===== src/rtl/ibuf_ibufg.sv =====
// Pad input conditioning: per-bit synchronizer plus glitch filter, edge strobes,
// and a bus latch captured on the falling edge of a filtered strobe.

module ibuf_ibufg_bit #(
   parameter int   SYNC_STAGES   = 2,
   parameter int   FILTER_CYCLES = 3,
   parameter logic RST_VAL       = 1'b0
) (
   input  logic clock,
   input  logic reset,
   input  logic pad_i,
   output logic level_o,
   output logic next_o
);
   localparam int CW = (FILTER_CYCLES > 1) ? $clog2(FILTER_CYCLES) : 1;
   localparam logic [CW-1:0] CMAX = CW'(FILTER_CYCLES - 1);

   logic [SYNC_STAGES-1:0] sync_q;
   logic [CW-1:0]          cnt_q, cnt_d;
   logic                   lvl_q, lvl_d, s;

   assign s = sync_q[SYNC_STAGES-1];

   // A differing sample must be seen FILTER_CYCLES times in a row to be accepted.
   always_comb begin
      lvl_d = lvl_q;
      cnt_d = '0;
      if (s != lvl_q) begin
         if (cnt_q == CMAX) lvl_d = s;
         else               cnt_d = cnt_q + CW'(1);
      end
   end

   always_ff @(posedge clock or posedge reset) begin
      if (reset) begin
         sync_q <= {SYNC_STAGES{RST_VAL}};
         lvl_q  <= RST_VAL;
         cnt_q  <= '0;
      end else begin
         sync_q <= {sync_q[SYNC_STAGES-2:0], pad_i};
         lvl_q  <= lvl_d;
         cnt_q  <= cnt_d;
      end
   end

   assign level_o = lvl_q;
   assign next_o  = lvl_d;
endmodule

module ibuf_ibufg #(
   parameter int               WIDTH         = 8,
   parameter int               BUS_WIDTH     = 8,
   parameter int               SYNC_STAGES   = 2,
   parameter int               FILTER_CYCLES = 3,
   parameter logic [WIDTH-1:0] RESET_VALUE   = '0
) (
   input  logic                 clock,
   input  logic                 reset,
   input  logic [WIDTH-1:0]     pad_in,
   output logic [WIDTH-1:0]     data_out,
   output logic [WIDTH-1:0]     rise,
   output logic [WIDTH-1:0]     fall,
   input  logic                 strobe_in,
   output logic                 strobe_level,
   input  logic [BUS_WIDTH-1:0] bus_in,
   output logic [BUS_WIDTH-1:0] latched_bus,
   output logic                 latch_valid
);
   logic [WIDTH-1:0] lvl, nxt;
   logic             stb_lvl, stb_nxt;
   logic [WIDTH-1:0] rise_d, fall_d, rise_q, fall_q;
   logic             latch_d, latch_valid_q;
   logic [SYNC_STAGES-1:0][BUS_WIDTH-1:0] bus_q;
   logic [BUS_WIDTH-1:0] latched_q;

   for (genvar g = 0; g < WIDTH; g++) begin : g_bit
      ibuf_ibufg_bit #(
         .SYNC_STAGES  (SYNC_STAGES),
         .FILTER_CYCLES(FILTER_CYCLES),
         .RST_VAL      (RESET_VALUE[g])
      ) u_bit (
         .clock  (clock),
         .reset  (reset),
         .pad_i  (pad_in[g]),
         .level_o(lvl[g]),
         .next_o (nxt[g])
      );
   end

   // Strobe idles high, so its filter resets to 1.
   ibuf_ibufg_bit #(
      .SYNC_STAGES  (SYNC_STAGES),
      .FILTER_CYCLES(FILTER_CYCLES),
      .RST_VAL      (1'b1)
   ) u_strobe (
      .clock  (clock),
      .reset  (reset),
      .pad_i  (strobe_in),
      .level_o(stb_lvl),
      .next_o (stb_nxt)
   );

   assign rise_d  = nxt & ~lvl;
   assign fall_d  = lvl & ~nxt;
   assign latch_d = stb_lvl & ~stb_nxt;

   // Bus capture happens on the same edge strobe_level drops.
   always_ff @(posedge clock or posedge reset) begin
      if (reset) begin
         bus_q         <= '0;
         latched_q     <= '0;
         latch_valid_q <= 1'b0;
         rise_q        <= '0;
         fall_q        <= '0;
      end else begin
         bus_q         <= {bus_q[SYNC_STAGES-2:0], bus_in};
         latch_valid_q <= latch_d;
         rise_q        <= rise_d;
         fall_q        <= fall_d;
         if (latch_d) latched_q <= bus_q[SYNC_STAGES-1];
      end
   end

   assign data_out     = lvl;
   assign rise         = rise_q;
   assign fall         = fall_q;
   assign strobe_level = stb_lvl;
   assign latched_bus  = latched_q;
   assign latch_valid  = latch_valid_q;
endmodule


===== config.mk =====
export PLATFORM = sky130hd
export DESIGN_NAME = ibuf_ibufg
export DESIGN_NICKNAME = d
export VERILOG_FILES = /design/src/rtl/ibuf_ibufg.sv
export SDC_FILE = /design/constraint.sdc
export NUM_CORES = 1
export LEC_CHECK = 0
export CAP_MARGIN = 20
export CELL_PAD_IN_SITES_DETAIL_PLACEMENT = 0
export CELL_PAD_IN_SITES_GLOBAL_PLACEMENT = 1
export CORE_UTILIZATION = 42
export DETAILED_ROUTE_END_ITERATION = 7
export GPL_ROUTABILITY_DRIVEN = 0
export HOLD_SLACK_MARGIN = 0.05
export PLACE_DENSITY_LB_ADDON = 0.15
export SLEW_MARGIN = 0
export SYNTH_ARGS = -nofsm -noshare
export SYNTH_HDL_FRONTEND = slang
export SYNTH_SLANG_ARGS = --single-unit

===== constraint.sdc =====
create_clock -name clock -period 3.15 [get_ports clock]
set_input_delay 0.4725 -clock clock [delete_from_list [all_inputs] [get_ports clock]]
set_output_delay 0.4725 -clock clock [all_outputs]
set_load 0.01 [all_outputs]

==> report_table.html <==
<table>
<tr><th>Metric</th><th>Value</th></tr>
<tr><th colspan="2">Detailed routing</th></tr>
<tr><td>Number of iterations in the first detailed-routing pass</td><td>6</td></tr>
<tr><td>Via count</td><td>1418</td></tr>
<tr><td>Detailed Route Iter0 Violations</td><td>54</td></tr>
<tr><td>Count of unresolved DRC violations after routing</td><td>6</td></tr>
<tr><td>WL/cell</td><td>13.9 um</td></tr>
<tr><td>Antenna violation net count after detailed routing</td><td>0</td></tr>
<tr><td>Post-detailed-routing wire length</td><td>4200 um</td></tr>
<tr><td>Mean number of vias per cell</td><td>4.68</td></tr>
<tr><th colspan="2">Global route</th></tr>
<tr><td>Overall fraction of global-route tracks in use</td><td>13.3%</td></tr>
<tr><td>Antenna violations before repair</td><td>0</td></tr>
<tr><td>Aggregate global routing overflow</td><td>0</td></tr>
<tr><td>First-pass GRT wire length</td><td>7050 um</td></tr>
<tr><td>Largest net degree at the start of global routing</td><td>46</td></tr>
<tr><td>Vias in the first global route</td><td>1543</td></tr>
<tr><th colspan="2">Floorplan</th></tr>
<tr><td>Total number of placement rows</td><td>29</td></tr>
<tr><td>Effective utilization at floorplan</td><td>44.1%</td></tr>
<tr><td>Core Box Area</td><td>6420 sq um</td></tr>
<tr><td>Die Area</td><td>7080 sq um</td></tr>
<tr><td>Die Y-Extent</td><td>84.1 um</td></tr>
<tr><td>Boundary pin count</td><td>53</td></tr>
<tr><td>Horizontal die dimension</td><td>84.1 um</td></tr>
<tr><th colspan="2">Timing</th></tr>
<tr><td>Layout Skew</td><td>4.82 ps</td></tr>
<tr><td>Slew at the pin with the worst max-slew slack</td><td>698 ps</td></tr>
<tr><td>Worst rel slew slack</td><td>53.4%</td></tr>
<tr><td>Final Setup Violations</td><td>0</td></tr>
<tr><td>Final worst-path setup slack</td><td>1250 ps</td></tr>
<tr><td>Unrepaired setup endpoints after global routing</td><td>false</td></tr>
<tr><td>Worst slack on hold paths</td><td>351 ps</td></tr>
<tr><td>Fraction of the cycle the final worst path needs</td><td>60.2%</td></tr>
<tr><td>Maximum clock frequency</td><td>528 MHz</td></tr>
<tr><td>Final hold violation count</td><td>0</td></tr>
<tr><td>Setup_tns</td><td>0 ps</td></tr>
<tr><td>Number of pins exceeding their max-slew limit in the final report</td><td>0</td></tr>
<tr><td>Fin crit period</td><td>1900 ps</td></tr>
<tr><th colspan="2">Clock network</th></tr>
<tr><td>Total of hold buffers inserted after clock tree synthesis</td><td>0</td></tr>
<tr><td>Later-pin clock latency in the skew report</td><td>330 ps</td></tr>
<tr><td>CTS root buffer</td><td>sky130_fd_sc_hd__clkbuf_8</td></tr>
<tr><td>Inserted Clock Buffers</td><td>9</td></tr>
<tr><td>Post-CTS sizing</td><td>0</td></tr>
<tr><td>Number of H-tree levels</td><td>3</td></tr>
<tr><td>CTS clock-pin slew for the worst setup and hold paths</td><td>70 ps</td></tr>
<tr><td>TritonCTS clock tree</td><td>built</td></tr>
<tr><td>Setup Fix Bufs, Post-CTS</td><td>0</td></tr>
<tr><td>Buffer levels on the longest clock path</td><td>2</td></tr>
<tr><td>Sinks on the clock net</td><td>86</td></tr>
<tr><th colspan="2">Power</th></tr>
<tr><td>Leakage power of the design</td><td>1.54 nW</td></tr>
<tr><td>Power density over the cells</td><td>838 nW/um^2</td></tr>
<tr><td>Portion of total power attributed to combinational logic</td><td>24.4%</td></tr>
<tr><td>Worst IR drop on VDD</td><td>408 uV</td></tr>
<tr><td>Net Switching</td><td>795 uW</td></tr>
<tr><td>Portion of total power attributed to the clock network</td><td>24.2%</td></tr>
<tr><td>Part of the power in registers</td><td>51.3%</td></tr>
<tr><td>Fraction of power spent switching nets</td><td>26.5%</td></tr>
<tr><td>Cell-internal power</td><td>2.21 mW</td></tr>
<tr><th colspan="2">Setup path</th></tr>
<tr><td>Required time of the critical path</td><td>2680 ps</td></tr>
<tr><td>Startpoint-to-endpoint class of the critical path</td><td>reg -&gt; out</td></tr>
<tr><td>Element type at the critical path start</td><td>register</td></tr>
<tr><td>R2R Setup Slk</td><td>1550 ps</td></tr>
<tr><td>Endpoint of the most critical register-to-register path</td><td>latched_bus[3]$_DFFE_PP0P_</td></tr>
<tr><td>Master of the slowest instance on the critical path</td><td>sky130_fd_sc_hd__dfstp_2</td></tr>
<tr><td>Number of cells traversed by the worst register-to-register path</td><td>2</td></tr>
<tr><td>Critical Path Sink</td><td>strobe_level</td></tr>
<tr><td>Worst-path fanout max</td><td>4</td></tr>
<tr><td>Crit path arrival time</td><td>1420 ps</td></tr>
<tr><td>List of cells traversed by the critical path</td><td>clkdlybuf4s50_1</td></tr>
<tr><td>Critical path's largest stage delay</td><td>560 ps</td></tr>
<tr><td>Source of the worst register-to-register timing path</td><td>u_strobe.level_o$_DFF_PP1_</td></tr>
<tr><td>Crit path capture type</td><td>output port</td></tr>
<tr><td>Worst setup path start</td><td>u_strobe.level_o$_DFF_PP1_</td></tr>
<tr><td>Total number of cells along the worst setup path</td><td>1</td></tr>
<tr><td>Cell family with most CP delay</td><td>flip-flops</td></tr>
<tr><td>Combined buffer and inverter count along the critical path</td><td>1</td></tr>
<tr><th colspan="2">Synth</th></tr>
<tr><td>Number of warnings printed during yosys synthesis</td><td>0</td></tr>
<tr><td>Cell Area, Synth</td><td>2830 sq um</td></tr>
<tr><td>Flops &amp; latches, synth</td><td>86</td></tr>
<tr><td>Portion of the post-synthesis area used by sequential elements</td><td>76.1%</td></tr>
<tr><td>Synth Area per Inst</td><td>17.1 sq um</td></tr>
<tr><td>Synthesized net count</td><td>185</td></tr>
<tr><td>Netlist cell types</td><td>12</td></tr>
<tr><td>Cells after Synth</td><td>166</td></tr>
<tr><th colspan="2">Place</th></tr>
<tr><td>Worst setup slack before clock tree synthesis</td><td>1530 ps</td></tr>
<tr><td>Count of buffers inserted at the top-level ports</td><td>52</td></tr>
<tr><td>Post-detailed-placement half-perimeter wirelength</td><td>2860 um</td></tr>
<tr><th colspan="2">Layout</th></tr>
<tr><td>Fraction of final layout cells sized beyond drive strength 1</td><td>10.6%</td></tr>
<tr><td>Net count reported at finish</td><td>240</td></tr>
<tr><td>Number of fillers in the final layout</td><td>528</td></tr>
<tr><td>Layout Utilization</td><td>55.8%</td></tr>
<tr><td>Diodes inserted</td><td>0</td></tr>
<tr><td>Area delta synth-&gt;final</td><td>26.6%</td></tr>
<tr><th colspan="2">Hold path</th></tr>
<tr><td>Min-Delay Path Class</td><td>reg -&gt; reg</td></tr>
<tr><th colspan="2">Status</th></tr>
<tr><td>Failing checks</td><td>DRC</td></tr>
<tr><td>Outcome</td><td>complete, but fails checks</td></tr>
<tr><th colspan="2">Job</th></tr>
<tr><td>Total of max-cap violations</td><td>0</td></tr>
</table>
layer usage:
layer  up-vias  part of all wire [%]  track usage (%)
li1        658                     -                -
met1       717                    43             15.7
met2        37                    50             21.7
met3         6                   4.9             4.45
met4         0                   1.7             7.05
met5         -                     0                0
registers in the layout (all words and copies together) (netlist names):
| name | count |
|---|---|
| fall | 8 |
| latch_valid | 1 |
| g_bit.u_bit.level_o | 8 |
| rise | 8 |
| bus_q | 16 |
| g_bit.u_bit.sync_q | 16 |
| u_strobe.cnt_q | 2 |
| latched_bus | 8 |
| u_strobe.sync_q | 2 |
| u_strobe.level_o | 1 |
| g_bit.u_bit.cnt_q | 16 |
synthesized netlist by cell type:
master                     number  share of area [%]
sky130_fd_sc_hd__nand2b_1       9                2.0
sky130_fd_sc_hd__nor3b_1       25                6.6
sky130_fd_sc_hd__buf_4          8                2.1
sky130_fd_sc_hd__mux2_4         8                4.2
sky130_fd_sc_hd__inv_1          1               0.13
sky130_fd_sc_hd__dfrtp_1       83                 73
sky130_fd_sc_hd__buf_6          1               0.40
sky130_fd_sc_hd__dfstp_2        3                2.8
sky130_fd_sc_hd__mux2_1         9                3.6
sky130_fd_sc_hd__xnor2_1        9                2.8
sky130_fd_sc_hd__nor3_1         9                1.6
sky130_fd_sc_hd__and4bb_1       1               0.44
metrics by stage:
stage                     area [sq um]  cells  total power [mW]
after CTS                         3590    303              3.05
after global routing              3590    303              3.18
after global placement            3400    287              2.26
final                             3590    303              3.00
after floorplan                   2830    166              2.01
after detailed placement          3400    287              2.31
power by group through the flow:
stage | clock network (mW) | registers, mW | logic (mW)
detailed placement | 0 | 1.56 | 0.745
global placement | 0 | 1.54 | 0.713
CTS | 0.756 | 1.55 | 0.750
global route | 0.804 | 1.58 | 0.792
floorplan | 0 | 1.56 | 0.452
finish | 0.727 | 1.54 | 0.734
cells in the final DEF, fill, tap and decap left out:
| cell type | Yosys | final |
|---|---|---|
| sky130_fd_sc_hd__mux2_4 | 8 | 8 |
| sky130_fd_sc_hd__clkdlybuf4s50_1 | 0 | 52 |
| sky130_fd_sc_hd__clkinv_2 | 0 | 1 |
| sky130_fd_sc_hd__and4bb_1 | 1 | 1 |
| sky130_fd_sc_hd__xnor2_1 | 9 | 9 |
| sky130_fd_sc_hd__bufinv_16 | 0 | 1 |
| sky130_fd_sc_hd__clkbuf_8 | 0 | 10 |
| sky130_fd_sc_hd__dfrtp_1 | 83 | 83 |
| sky130_fd_sc_hd__nor3_1 | 9 | 9 |
| sky130_fd_sc_hd__dfstp_2 | 3 | 3 |
| sky130_fd_sc_hd__nand2b_1 | 9 | 9 |
| sky130_fd_sc_hd__clkbuf_1 | 0 | 5 |
| sky130_fd_sc_hd__mux2_1 | 9 | 9 |
| sky130_fd_sc_hd__buf_12 | 0 | 1 |
| sky130_fd_sc_hd__nor3b_1 | 25 | 25 |
layout make-up:
type	instances	area (sq um)	share of cell area, %
Sequential cell	86	2160	60.1
Multi-Input combinational cell	70	602	16.8
Timing Repair Buffer	53	541	15.1
Clock buffer	15	156	4.36
Tap cell	77	96.3	2.69
Clock inverter	1	30.0	0.837
Inverter	1	5.00	0.140
how the worst min path moves through the flow:
stage	startpoint	end	slack, ps	depth (start not counted)
after floorplan	bus_q[2]$_DFF_PP0_	bus_q[10]$_DFF_PP0_	330	0
after global placement	g_bit[2].u_bit.sync_q[0]$_DFF_PP0_	g_bit[2].u_bit.sync_q[1]$_DFF_PP0_	330	0
after detailed placement	g_bit[3].u_bit.sync_q[0]$_DFF_PP0_	g_bit[3].u_bit.sync_q[1]$_DFF_PP0_	330	0
after CTS	g_bit[3].u_bit.sync_q[0]$_DFF_PP0_	g_bit[3].u_bit.sync_q[1]$_DFF_PP0_	350	0
after global routing	g_bit[3].u_bit.sync_q[0]$_DFF_PP0_	g_bit[3].u_bit.sync_q[1]$_DFF_PP0_	360	0
final	g_bit[5].u_bit.sync_q[0]$_DFF_PP0_	g_bit[5].u_bit.sync_q[1]$_DFF_PP0_	350	0
logic make-up (layout without fill, tap and decap cells):
| kind of cell | Yosys count | after routing | share of synthesized area (%) |
|---|---|---|---|
| xor+xnor | 9 | 9 | 2.78 |
| buf+inv | 10 | 70 | 2.65 |
| mux | 17 | 17 | 7.82 |
| flops | 86 | 86 | 76.1 |
| simple gates | 44 | 44 | 10.6 |
worst reg2reg max path, delay by kind of cell, from the launching register on:
kind | cells | cell delay, ps
multiplexers | 1 | 360
flip-flops | 1 | 560
AND/OR/NAND/NOR | 1 | 570
Note: power is estimated with default switching activity, not from simulation.
